<file path="config.mk">
export PLATFORM = sky130hd
export DESIGN_NAME = keypad_entry_ctrl_flat
export DESIGN_NICKNAME = d
export VERILOG_FILES = /design/src/rtl/keypad_entry_if.sv /design/src/rtl/keypad_entry_ctrl.sv /design/src/flat_wrapper.sv
export SDC_FILE = /design/constraint.sdc
export NUM_CORES = 1
export LEC_CHECK = 0
export BUFFER_PORTS_ARGS = -buffer_cell sky130_fd_sc_hd__buf_2
export CAP_MARGIN = 20
export CORE_UTILIZATION = 25
export CTS_CLUSTER_DIAMETER = 80
export DETAILED_ROUTE_END_ITERATION = 10
export SLEW_MARGIN = 40
export SYNTH_ARGS = -nofsm -noshare
export SYNTH_HDL_FRONTEND = slang
export SYNTH_SLANG_ARGS = --single-unit
</file>
<file path="constraint.sdc">
create_clock -name clk -period 1.7 [get_ports clk]
set_input_delay 0.34 -clock clk [delete_from_list [all_inputs] [get_ports clk]]
set_output_delay 0.34 -clock clk [all_outputs]
set_load 0.05 [all_outputs]
</file>
<file path="src/rtl/keypad_entry_if.sv">
// Key-event and entry-result bundle between the keypad scanner/checker side
// (master) and keypad_entry_ctrl (slave).
interface keypad_entry_if;
  logic        key_valid;
  logic [3:0]  key_code;
  logic        key_held;
  logic [3:0]  reg1;
  logic [3:0]  reg2;
  logic [3:0]  reg3;
  logic [3:0]  reg4;
  logic [2:0]  digit_count;
  logic        code_valid;
  logic [15:0] code_value;
  logic [2:0]  code_len;
  logic        entry_err;
  logic        timeout;

  modport master (
    output key_valid, key_code, key_held,
    input  reg1, reg2, reg3, reg4, digit_count,
    input  code_valid, code_value, code_len, entry_err, timeout
  );

  modport slave (
    input  key_valid, key_code, key_held,
    output reg1, reg2, reg3, reg4, digit_count,
    output code_valid, code_value, code_len, entry_err, timeout
  );
endinterface

</file>
<file path="src/rtl/keypad_entry_ctrl.sv">
// Keypad code-entry sequencer: press locking, up to four positional digits,
// clear/backspace/confirm keys and an inactivity timeout.
module keypad_entry_ctrl #(
  parameter int TIMEOUT_CYC = 50000000,
  parameter int TMR_W       = 26
) (
  input  logic          clk,
  input  logic          rst,
  keypad_entry_if.slave kif
);

  typedef enum logic [1:0] {EMPTY, ENTRY, FULL} state_t;

  localparam logic [3:0] K_BS    = 4'hD;
  localparam logic [3:0] K_CLEAR = 4'hE;
  localparam logic [3:0] K_CONF  = 4'hF;

  state_t            state_q, state_d;
  logic [3:0]        regs_q [4];
  logic [3:0]        regs_d [4];
  logic [2:0]        cnt_q, cnt_d;
  logic              lock_q, lock_d;
  logic [TMR_W-1:0]  tmr_q, tmr_d;
  logic              cv_q, cv_d;
  logic [15:0]       cval_q, cval_d;
  logic [2:0]        clen_q, clen_d;
  logic              err_q, err_d;
  logic              to_q, to_d;

  logic       accept;
  logic       is_digit;
  logic       expire;
  logic [1:0] wr_idx;
  logic [1:0] bs_idx;

  assign accept   = kif.key_valid & ~lock_q;
  assign is_digit = (kif.key_code <= 4'd9);
  // Expiry only matters while an entry is in progress; the timer sits at 0 in EMPTY.
  assign expire   = (state_q != EMPTY) && (tmr_q == TMR_W'(TIMEOUT_CYC - 1));
  assign wr_idx   = cnt_q[1:0];
  assign bs_idx   = cnt_q[1:0] - 2'd1;

  always_ff @(posedge clk) begin
    if (rst) begin
      state_q <= EMPTY;
      for (int i = 0; i < 4; i++) regs_q[i] <= 4'd0;
      cnt_q   <= 3'd0;
      lock_q  <= 1'b0;
      tmr_q   <= '0;
      cv_q    <= 1'b0;
      cval_q  <= 16'd0;
      clen_q  <= 3'd0;
      err_q   <= 1'b0;
      to_q    <= 1'b0;
    end else begin
      state_q <= state_d;
      for (int i = 0; i < 4; i++) regs_q[i] <= regs_d[i];
      cnt_q   <= cnt_d;
      lock_q  <= lock_d;
      tmr_q   <= tmr_d;
      cv_q    <= cv_d;
      cval_q  <= cval_d;
      clen_q  <= clen_d;
      err_q   <= err_d;
      to_q    <= to_d;
    end
  end

  always_comb begin
    state_d = state_q;
    if (accept) begin
      if (is_digit) begin
        if (state_q != FULL) state_d = (cnt_q == 3'd3) ? FULL : ENTRY;
      end else if (kif.key_code == K_CLEAR) begin
        state_d = EMPTY;
      end else if (kif.key_code == K_BS) begin
        if (state_q != EMPTY) state_d = (cnt_q == 3'd1) ? EMPTY : ENTRY;
      end else if (kif.key_code == K_CONF) begin
        state_d = EMPTY;
      end
    end else if (expire) begin
      state_d = EMPTY;
    end
  end

  always_comb begin
    for (int i = 0; i < 4; i++) regs_d[i] = regs_q[i];
    cnt_d  = cnt_q;
    cv_d   = 1'b0;
    cval_d = cval_q;
    clen_d = clen_q;
    err_d  = 1'b0;
    to_d   = 1'b0;
    tmr_d  = tmr_q;
    lock_d = lock_q;

    // Acceptance takes priority over a same-edge release so one press locks once.
    if (accept)             lock_d = 1'b1;
    else if (!kif.key_held) lock_d = 1'b0;

    if (accept) begin
      tmr_d = '0;
      if (is_digit) begin
        if (state_q == FULL) begin
          err_d = 1'b1;
        end else begin
          regs_d[wr_idx] = kif.key_code;
          cnt_d          = cnt_q + 3'd1;
        end
      end else if (kif.key_code == K_CLEAR) begin
        for (int i = 0; i < 4; i++) regs_d[i] = 4'd0;
        cnt_d = 3'd0;
      end else if (kif.key_code == K_BS) begin
        if (state_q == EMPTY) begin
          err_d = 1'b1;
        end else begin
          regs_d[bs_idx] = 4'd0;
          cnt_d          = cnt_q - 3'd1;
        end
      end else if (kif.key_code == K_CONF) begin
        if (state_q == EMPTY) begin
          err_d = 1'b1;
        end else begin
          cv_d   = 1'b1;
          cval_d = {regs_q[0], regs_q[1], regs_q[2], regs_q[3]};
          clen_d = cnt_q;
          for (int i = 0; i < 4; i++) regs_d[i] = 4'd0;
          cnt_d = 3'd0;
        end
      end
    end else if (expire) begin
      for (int i = 0; i < 4; i++) regs_d[i] = 4'd0;
      cnt_d = 3'd0;
      to_d  = 1'b1;
      tmr_d = '0;
    end else if (state_q == EMPTY) begin
      tmr_d = '0;
    end else begin
      tmr_d = tmr_q + TMR_W'(1);
    end
  end

  assign kif.reg1        = regs_q[0];
  assign kif.reg2        = regs_q[1];
  assign kif.reg3        = regs_q[2];
  assign kif.reg4        = regs_q[3];
  assign kif.digit_count = cnt_q;
  assign kif.code_valid  = cv_q;
  assign kif.code_value  = cval_q;
  assign kif.code_len    = clen_q;
  assign kif.entry_err   = err_q;
  assign kif.timeout     = to_q;

endmodule

</file>
<file path="src/flat_wrapper.sv">
// flat-port wrapper written by rule: the top's interface ports become plain ports
module keypad_entry_ctrl_flat 
#(
  parameter int TIMEOUT_CYC = 50000000,
  parameter int TMR_W       = 26
)
  (clk, rst, kif_key_valid, kif_key_code, kif_key_held, kif_reg1, kif_reg2, kif_reg3, kif_reg4, kif_digit_count, kif_code_valid, kif_code_value, kif_code_len, kif_entry_err, kif_timeout);
  keypad_entry_if kif_i ();
  input  logic clk;
  input  logic rst;
  input wire logic [$bits(kif_i.key_valid)-1:0] kif_key_valid;
  input wire logic [$bits(kif_i.key_code)-1:0] kif_key_code;
  input wire logic [$bits(kif_i.key_held)-1:0] kif_key_held;
  output wire logic [$bits(kif_i.reg1)-1:0] kif_reg1;
  output wire logic [$bits(kif_i.reg2)-1:0] kif_reg2;
  output wire logic [$bits(kif_i.reg3)-1:0] kif_reg3;
  output wire logic [$bits(kif_i.reg4)-1:0] kif_reg4;
  output wire logic [$bits(kif_i.digit_count)-1:0] kif_digit_count;
  output wire logic [$bits(kif_i.code_valid)-1:0] kif_code_valid;
  output wire logic [$bits(kif_i.code_value)-1:0] kif_code_value;
  output wire logic [$bits(kif_i.code_len)-1:0] kif_code_len;
  output wire logic [$bits(kif_i.entry_err)-1:0] kif_entry_err;
  output wire logic [$bits(kif_i.timeout)-1:0] kif_timeout;
  assign kif_i.key_valid = kif_key_valid;
  assign kif_i.key_code = kif_key_code;
  assign kif_i.key_held = kif_key_held;
  assign kif_reg1 = kif_i.reg1;
  assign kif_reg2 = kif_i.reg2;
  assign kif_reg3 = kif_i.reg3;
  assign kif_reg4 = kif_i.reg4;
  assign kif_digit_count = kif_i.digit_count;
  assign kif_code_valid = kif_i.code_valid;
  assign kif_code_value = kif_i.code_value;
  assign kif_code_len = kif_i.code_len;
  assign kif_entry_err = kif_i.entry_err;
  assign kif_timeout = kif_i.timeout;
  keypad_entry_ctrl #(.TIMEOUT_CYC(TIMEOUT_CYC), .TMR_W(TMR_W)) u_core (.clk(clk), .rst(rst), .kif(kif_i));
endmodule
</file>
==> out/qor.yml, run 1 <==
syn_inst: 399
synth_area_um2: 3300
initial_core_util: 0.258
grt_pass1_wl_um: 14700
cp_data_arrival_time_ns: 1.89
finalNonFillerCells: 651
synth_flop_cell: "dfxtp_1"
antenna_found_initial: 0
drive_above_1_share: 0.284
route.detailed.drc: 0
die_area_um2: 13700
htreeDepth: 3
crit_path_start_kind: "flop"
status: "completed"
critPathMaxFanout: 26
dp_hpwl_um: 6440
clock_path_buffers: 2
grt_pass1_vias: 2961
drtIter0Drc: 243
coreArea_um2: 12800
insertion_delay_ns: 0.33
clk_pin_slew_ns: 0.05
ys_ff_latch: 70
die_h_um: 117
peakVddDrop_mv: 0.453
vias: 3086
numPlacedInstances: 633
final_util: 0.345
root_buffer: "clkbuf_16"
cts_inserted_buffers: 9
io-pin-count: 49
maxSlewHeadroom: 0.693
syn2layout_area_growth_pct: 33.6
globalplace.congestion: 0.845
yosysUniqueCellTypes: 43
nNetsFinal: 488
first_pass_iters: 5
antenna_left: 0
cts_tree: "built"
setup_viol: 0
fp-row-count: 41
fin_crit_sh: 0.960
worst_slew_pin_slew_ns: 0.459
p_leak_nw: 1.69
wl_per_cell_um: 14.0
power_density_nw_per_um2: 902
synth.area.top_cells: "dfxtp_1, nand2_1, xor2_1"
drv_cap: 0
wl_um: 9120
ys_seq_area_frac: 0.424
hold_class: "input pin to flop"
io_buffer_count: 48
ys_warn_count: 0
grt_usage: 0.142
die_x_um: 117
antenna_cells: 0
fillCellCount: 1307
finalCriticalPeriod_ns: 1.63
grt_overflow: 0
cts_sinks: 70
vias_per_cell: 4.74
syn_nets: 413
timing.fmax_ghz: 0.613
rsz0062_at_grt: "false"
synth_edf_count: 0
cp-end-kind: "flop"
required_ns: 1.96
finalHoldViolations: 0
synth_top_cell_by_area: "dfxtp_1"
skew_ns: 0.00800
synth_top_area_frac: 0.424
drv_slew: 0
async_reset_ff_frac: 0
grt_max_degree: 32
avgSynthCellArea_um2: 8.28
worstSetupPathType: "flop to flop"
[cell usage after synthesis (all sizes together) (2+ instances only)]
master,number
or3,12
nor2,36
nand3,12
a21oi,26
nand4,9
and2,2
o21ai,29
nor3,9
xnor2,11
o32ai,4
a31oi,10
nor4,3
inv,11
and3,17
ha,6
nand2,62
xor2,15
buf,16
nor2b,6
a31o,3
o22ai,3
a32oi,3
and4,5
dfxtp,70
clkbuf,7
and4bb,2
[worst paths after layout]
kind	start	to	slack, ns	cells past startpoint
worst max-delay path	u_core.tmr_q[1]$_SDFF_PP0_	u_core.tmr_q[13]$_SDFF_PP0_	0.07	7
worst min-delay path	kif_key_held	u_core.lock_q$_SDFFE_PP0P_	0.29	3
worst max register to register	u_core.tmr_q[1]$_SDFF_PP0_	u_core.tmr_q[13]$_SDFF_PP0_	0.07	7
worst min register to register	u_core.kif.code_value[4]$_SDFFE_PP0P_	u_core.kif.code_value[4]$_SDFFE_PP0P_	0.45	2
[through the flow]
step	area, um2	total power, mW	setup TNS, ns	hold slack [ns]	worst slack, ns
after floorplan	3330	1.86	0	0.428	0.000877
after global placement	3980	1.97	-0.327	0.441	-0.0147
after detailed placement	3980	1.97	-0.417	0.444	-0.0489
after CTS	4310	4.01	0	0.276	0.0274
after global routing	4410	4.12	0	0.284	0.00407
final	4410	3.98	0	0.288	0.0674
[worst max-delay path: stages (launching register included)]
cell,delay [ns]
dfxtp_4,0.35
ha_4,0.16
and3_4,0.15
nand2_2,0.10
nor3_4,0.07
or4_4,0.43
buf_12,0.18
nor2_2,0.11
[placed cells by master (no fill, tap or decap), types with 2 or more instances in the layout]
cell type	n
dfxtp_1	63
nand2_1	60
buf_2	48
buf_4	32
a21oi_1	26
nor2_1	25
o21ai_0	25
and3_1	16
xor2_1	15
nand3_1	12
or3_1	12
inv_1	11
nor2_2	11
xnor2_1	11
clkbuf_16	11
a31oi_1	9
nand4_1	9
nor3_1	7
nor2b_1	6
dfxtp_2	6
and4_1	5
buf_12	5
o32ai_1	4
o21ai_1	4
ha_1	4
a31o_2	3
a32oi_1	3
nor4_1	3
o22ai_1	3
and2_1	2
and4bb_1	2
nand2_2	2
bufinv_16	2
clkinvlp_4	2
clkinv_2	2
[per-layer routing]
| metal | share of wire | GRT usage | vias up |
|---|---|---|---|
| li1 | - | - | 1545 |
| met1 | 0.48 | 0.177 | 1471 |
| met2 | 0.48 | 0.237 | 60 |
| met3 | 0.028 | 0.0309 | 10 |
| met4 | 0.012 | 0.0549 | 0 |
| met5 | 0 | 0 | - |
[sequential cells by signal, indices dropped and copies added (netlist names)]
register,count
u_core.kif.code_len,3
u_core.kif.code_valid,1
u_core.kif.code_value,16
u_core.kif.digit_count,3
u_core.kif.entry_err,1
u_core.kif.timeout,1
u_core.lock_q,1
u_core.regs_q,16
u_core.state_q,2
u_core.tmr_q,26
[repair_timing]
item / CTS / global route
gates resized for setup: 2 / 13
endpoints found under the setup margin: 41 / 47
gates cloned: 0 / 2
buffers inserted: 0 / 0
pin swaps: 1 / 4
hold buffers: 0 / 0
[kinds of logic after synthesis]
kind of cell / Yosys count / share of synthesized area
AO/OA/AOI/OAI: 83 / 0.150
XOR/XNOR: 26 / 0.0690
adder cells (fa/ha/maj): 6 / 0.0227
buffers and inverters: 34 / 0.0542
flip-flops: 70 / 0.424
AND/OR/NAND/NOR: 180 / 0.279
[final cells by class]
class                           count  area [um2]  area share
Clock buffer                       10         239      0.0542
Clock inverter                      6        85.1      0.0193
Inverter                           11        41.3     0.00936
Multi-Input combinational cell    295        1790       0.405
Sequential cell                    70        1410       0.320
Tap cell                          172         215      0.0488
Timing Repair Buffer               87         631       0.143
[where the power goes]
| part | internal, mW | switching [mW] |
|---|---|---|
| combinational | 0.115 | 0.180 |
| sequential | 1.65 | 0.0119 |
| clock | 1.32 | 0.706 |
Note: power is estimated with default switching activity, not from simulation.
==> run 2, diff against run 1 <==
--- a/config.mk
+++ b/config.mk
@@ -7,9 +7,10 @@
 export LEC_CHECK = 0
 export BUFFER_PORTS_ARGS = -buffer_cell sky130_fd_sc_hd__buf_2
 export CAP_MARGIN = 20
-export CORE_UTILIZATION = 25
+export CORE_UTILIZATION = 51
 export CTS_CLUSTER_DIAMETER = 80
 export DETAILED_ROUTE_END_ITERATION = 10
+export PLACE_DENSITY = 0.75
 export SLEW_MARGIN = 40
 export SYNTH_ARGS = -nofsm -noshare
 export SYNTH_HDL_FRONTEND = slang
==> out/qor.yml, run 2 (synthesis gave the netlist of run 1 again) <==
tns_ns: 0
place_area_um2: 3820
wl_um: 8280
wl_per_cell_um: 14.9
dp_hpwl_um: 5820
drv_slew: 0
coreArea_um2: 6100
setup_slack_ns: 0.0553
peakVddDrop_mv: 0.645
slowest_delay_ns: 0.49
pwr-share-seq: 0.521
maxSlewHeadroom: 0.705
regMostFlops: "u_core.tmr_q"
drv_cap: 0
power_density_nw_per_um2: 775
p_int_mw: 2.42
vias: 3161
antenna_left: 0
pwr-share-comb: 0.089
die_x_um: 82.5
cts_inserted_buffers: 9
nNetsFinal: 492
crit_family: "simple AND/OR/NAND/NOR gates"
critPathMaxFanout: 7
largest_reg_flops: 26
final_util: 0.673
first_pass_iters: 5
grt_pass1_vias: 2652
clock_path_buffers: 2
hold_buffers: 0
cpMaxStageDelayCell: "or4_4"
io-pin-count: 49
grt_pass1_wl_um: 12700
drtIter0Drc: 257
initial_core_util: 0.542
status: "completed"
cts_sinks: 70
grt_overflow: 0
swShare: 0.241
io_buffer_count: 48
finalCriticalPeriod_ns: 1.64
setup_viol: 0
worst_slew_pin_slew_ns: 0.441
insertion_delay_ns: 0.34
final_area_um2: 4100
p_leak_nw: 1.63
globalplace.congestion: 0.962
route.detailed.drc: 0
fp-row-count: 28
timing.fmax_ghz: 0.608
skew_ns: 0.00779
hold_class: "input pin to flop"
final_common_cell: "dfxtp_1"
antenna_found_initial: 0
die_area_um2: 6800
drive_above_1_share: 0.279
layout_common_cells: "dfxtp_1, nand2_1, buf_2"
grt_usage: 0.249
crit_path_start_kind: "flop"
grt_max_degree: 19
cp_data_arrival_time_ns: 1.93
cts_tree: "built"
worstSetupPathType: "flop to flop"
antenna_cells: 0
required_ns: 1.98
root_buffer: "clkbuf_8"
die_h_um: 82.5
fin_crit_sh: 0.967
vias_per_cell: 5.69
worst-path-buf-inv: 1
clk_pin_slew_ns: 0.07
switchingPower_mw: 0.765
ff2ff_setup_slack_ns: 0.06
finalHoldViolations: 0
crit_chain: "ha_4 -> and3_4 -> nand2_4 -> nor3_4 -> or4_4 -> buf_6 -> nor2_1"
pre_cts_ws_ns: -0.0667
hold_ws_ns: 0.254
syn2layout_area_growth_pct: 24.3
htreeDepth: 3
pwr-share-clk: 0.390
cp-end-kind: "flop"
-- run 2: layer usage --
metal	track usage	part of all wire	vias up
li1	-	-	1547
met1	0.355	0.47	1473
met2	0.357	0.44	120
met3	0.0462	0.060	21
met4	0.119	0.024	0
met5	0	0	-
-- run 2: worst reg2reg max path, stage by stage (launching register included) --
cell and delay (ns):
dfxtp_4 0.36, ha_4 0.16, and3_4 0.16, nand2_4 0.08, nor3_4 0.05, or4_4 0.49, buf_6 0.17, nor2_1 0.11
-- run 2: worst paths after layout --
kind                                                 start                          end  cells past startpoint
worst max-delay path            u_core.tmr_q[0]$_SDFF_PP0_  u_core.tmr_q[16]$_SDFF_PP0_                      7
worst min-delay path                          kif_key_held   u_core.lock_q$_SDFFE_PP0P_                      3
worst max register to register  u_core.tmr_q[0]$_SDFF_PP0_  u_core.tmr_q[16]$_SDFF_PP0_                      7
worst min register to register  u_core.tmr_q[0]$_SDFF_PP0_   u_core.tmr_q[0]$_SDFF_PP0_                      1
-- run 2: power groups by stage --
stage | clock network [mW] | logic (mW) | registers, mW
CTS | 1.25 | 0.267 | 1.66
finish | 1.24 | 0.283 | 1.66
global route | 1.33 | 0.306 | 1.66
global placement | 0 | 0.257 | 1.70
floorplan | 0 | 0.146 | 1.71
detailed placement | 0 | 0.265 | 1.70
-- run 2: area by class of cell --
cell class / instances / area [um2]
inverters: 11 / 41.3
clock inverters: 2 / 35.0
clock buffers: 12 / 135
repair buffers: 91 / 601
fillers: 509 / 1990
multi-input cells: 295 / 1790
well taps: 75 / 93.8
flip-flops and latches: 70 / 1410
-- run 2: repair_timing --
| action | 4_1_cts | 5_1_grt |
|---|---|---|
| setup buffers | 0 | 0 |
| setup endpoints to repair | 0 | 36 |
| gates resized for setup | 0 | 21 |
| endpoints found under the hold margin | 0 | 0 |
-- run 2: through the flow --
step / total power [mW] / instances
floorplan: 1.86 / 399
CTS: 3.18 / 554
global placement: 1.95 / 540
global route: 3.29 / 556
detailed placement: 1.96 / 540
finish: 3.18 / 556
==> run 3, diff against run 2 <==
--- a/config.mk
+++ b/config.mk
@@ -10,7 +10,7 @@
 export CORE_UTILIZATION = 51
 export CTS_CLUSTER_DIAMETER = 80
 export DETAILED_ROUTE_END_ITERATION = 10
-export PLACE_DENSITY = 0.75
+export PLACE_DENSITY = 0.77
 export SLEW_MARGIN = 40
 export SYNTH_ARGS = -nofsm -noshare
 export SYNTH_HDL_FRONTEND = slang
==> out/qor.yml, run 3 (synthesis gave the netlist of run 1 again) <==
crit_chain: "ha_4 -> and3_1 -> nand2_2 -> nor3_4 -> or4_4 -> clkbuf_16 -> nor2_1"
dp_hpwl_um: 5580
vias: 3084
startpoint: "u_core.tmr_q[1]$_SDFF_PP0_"
timing.fmax_ghz: 0.592
finalHoldViolations: 0
swShare: 0.241
drive_above_1_share: 0.272
syn2layout_area_growth_pct: 24.6
root_buffer: "clkbuf_8"
crit_path_start_kind: "flop"
maxSlewHeadroom: 0.700
die_x_um: 82.5
rsz0062_at_grt: "true"
hold_class: "input pin to flop"
worst-path-stages: 7
final_area_um2: 4110
cts_inserted_buffers: 9
pre_cts_ws_ns: -0.0859
grt_max_degree: 28
antenna_left: 0
cp-end-kind: "flop"
grt_pass1_vias: 2611
io-pin-count: 49
antenna_cells: 0
die_area_um2: 6800
r2r_cells: 7
pwr-share-comb: 0.080
cts_tree: "built"
dr_wl_met2_um: 3870
htreeDepth: 3
grt_usage: 0.243
layout_common_cells: "dfxtp_1, nand2_1, buf_2"
largest_reg_flops: 26
critPathMaxFanout: 13
p_int_mw: 2.57
fillCellCount: 526
setup_viol: 0
dr_wl_met3_um: 374
crit_family: "simple AND/OR/NAND/NOR gates"
power_mw: 3.39
cpMaxStageDelayCell: "or4_4"
worst-path-buf-inv: 1
coreArea_um2: 6100
met1_length_um: 3880
slowest_delay_ns: 0.46
vias_per_cell: 5.61
antenna_found_initial: 0
p_leak_nw: 1.61
drtIter0Drc: 177
initial_core_util: 0.542
min_from: "rst"
grt_overflow: 0
pwr-share-clk: 0.430
final_util: 0.675
r2r-end: "u_core.tmr_q[11]$_SDFF_PP0_"
cp_data_arrival_time_ns: 1.98
final_common_cell: "dfxtp_1"
drv_slew: 0
worst_slew_pin_slew_ns: 0.449
hold_buffers: 0
required_ns: 1.99
drv_cap: 0
power_density_nw_per_um2: 823
grt_pass1_wl_um: 12300
status: "completed"
worstSetupPathType: "flop to flop"
io_buffer_count: 48
route.detailed.drc: 0
switchingPower_mw: 0.815
rr_startpoint: "u_core.tmr_q[1]$_SDFF_PP0_"
wl_per_cell_um: 14.9
cts_sinks: 70
setup_slack_ns: 0.0115
globalplace.congestion: 0.858
ff2ff_setup_slack_ns: 0.01
die_h_um: 82.5
skew_ns: 0.0107
fin_crit_sh: 0.993
nNetsFinal: 484
insertion_delay_ns: 0.35
regMostFlops: "u_core.tmr_q"
place_area_um2: 3830
peakVddDrop_mv: 0.562
clk_pin_slew_ns: 0.07
highest_layer: "met4"
pwr-share-seq: 0.490
finalCriticalPeriod_ns: 1.69
clock_path_buffers: 2
wl_um: 8220
fp-row-count: 28
first_pass_iters: 4
critPathCapture: "u_core.tmr_q[11]$_SDFF_PP0_"
==> run 3: cell count changes in the layout (fill, tap and decap cells not counted), moves of 2 or more <==
cell	delta
clkbuf_1	-2
buf_6	-2
nor2_2	+2
nor2_1	-2
buf_12	+4
buf_4	-10
==> run 3: what timing repair did <==
item | CTS | global route
setup endpoints to repair | 0 | 32
setup buffers | 0 | 1
hold endpoints to repair | 0 | 0
gates resized for setup | 0 | 12
==> run 3: metal layers <==
metal,up-vias,global-route usage
li1,1540,-
met1,1459,0.329
met2,75,0.376
met3,10,0.0582
met4,0,0.0860
met5,-,0
==> run 3: power by group through the flow <==
| stage | sequential (mW) | combinational (mW) | clock, mW |
|---|---|---|---|
| final | 1.66 | 0.272 | 1.46 |
| after global routing | 1.66 | 0.293 | 1.55 |
| after CTS | 1.66 | 0.263 | 1.48 |
| after detailed placement | 1.70 | 0.262 | 0 |
| after global placement | 1.70 | 0.256 | 0 |
| after floorplan | 1.71 | 0.146 | 0 |
==> run 3: worst register-to-register path, stage by stage, from the launching register on <==
cell and delay (ns):
dfxtp_2 0.34, ha_4 0.16, and3_1 0.16, nand2_2 0.11, nor3_4 0.06, or4_4 0.46, clkbuf_16 0.21, nor2_1 0.12
==> run 3: area by class of cell <==
| class | instances | area (um2) | area share |
|---|---|---|---|
| Tap cell | 75 | 93.8 | 0.0228 |
| Inverter | 11 | 41.3 | 0.0100 |
| Multi-Input combinational cell | 295 | 1770 | 0.431 |
| Clock buffer | 10 | 128 | 0.0310 |
| Clock inverter | 6 | 86.3 | 0.0210 |
| Timing Repair Buffer | 83 | 583 | 0.142 |
| Sequential cell | 70 | 1410 | 0.343 |
==> run 3: how the worst min path moves through the flow <==
stage,cells past startpoint,to
floorplan,1,u_core.tmr_q[0]$_SDFF_PP0_
global placement,2,u_core.kif.code_value[13]$_SDFFE_PP0P_
detailed placement,2,u_core.kif.code_value[12]$_SDFFE_PP0P_
CTS,2,u_core.lock_q$_SDFFE_PP0P_
global route,2,u_core.lock_q$_SDFFE_PP0P_
finish,2,u_core.lock_q$_SDFFE_PP0P_
==> run 3: metrics by stage <==
step / hold WS, ns / setup TNS (ns) / instances
after global routing: 0.226 / -1.14 / 550
after CTS: 0.214 / 0 / 548
final: 0.229 / 0 / 550
after global placement: 0.440 / -0.161 / 532
after floorplan: 0.428 / 0 / 399
after detailed placement: 0.446 / -0.434 / 532
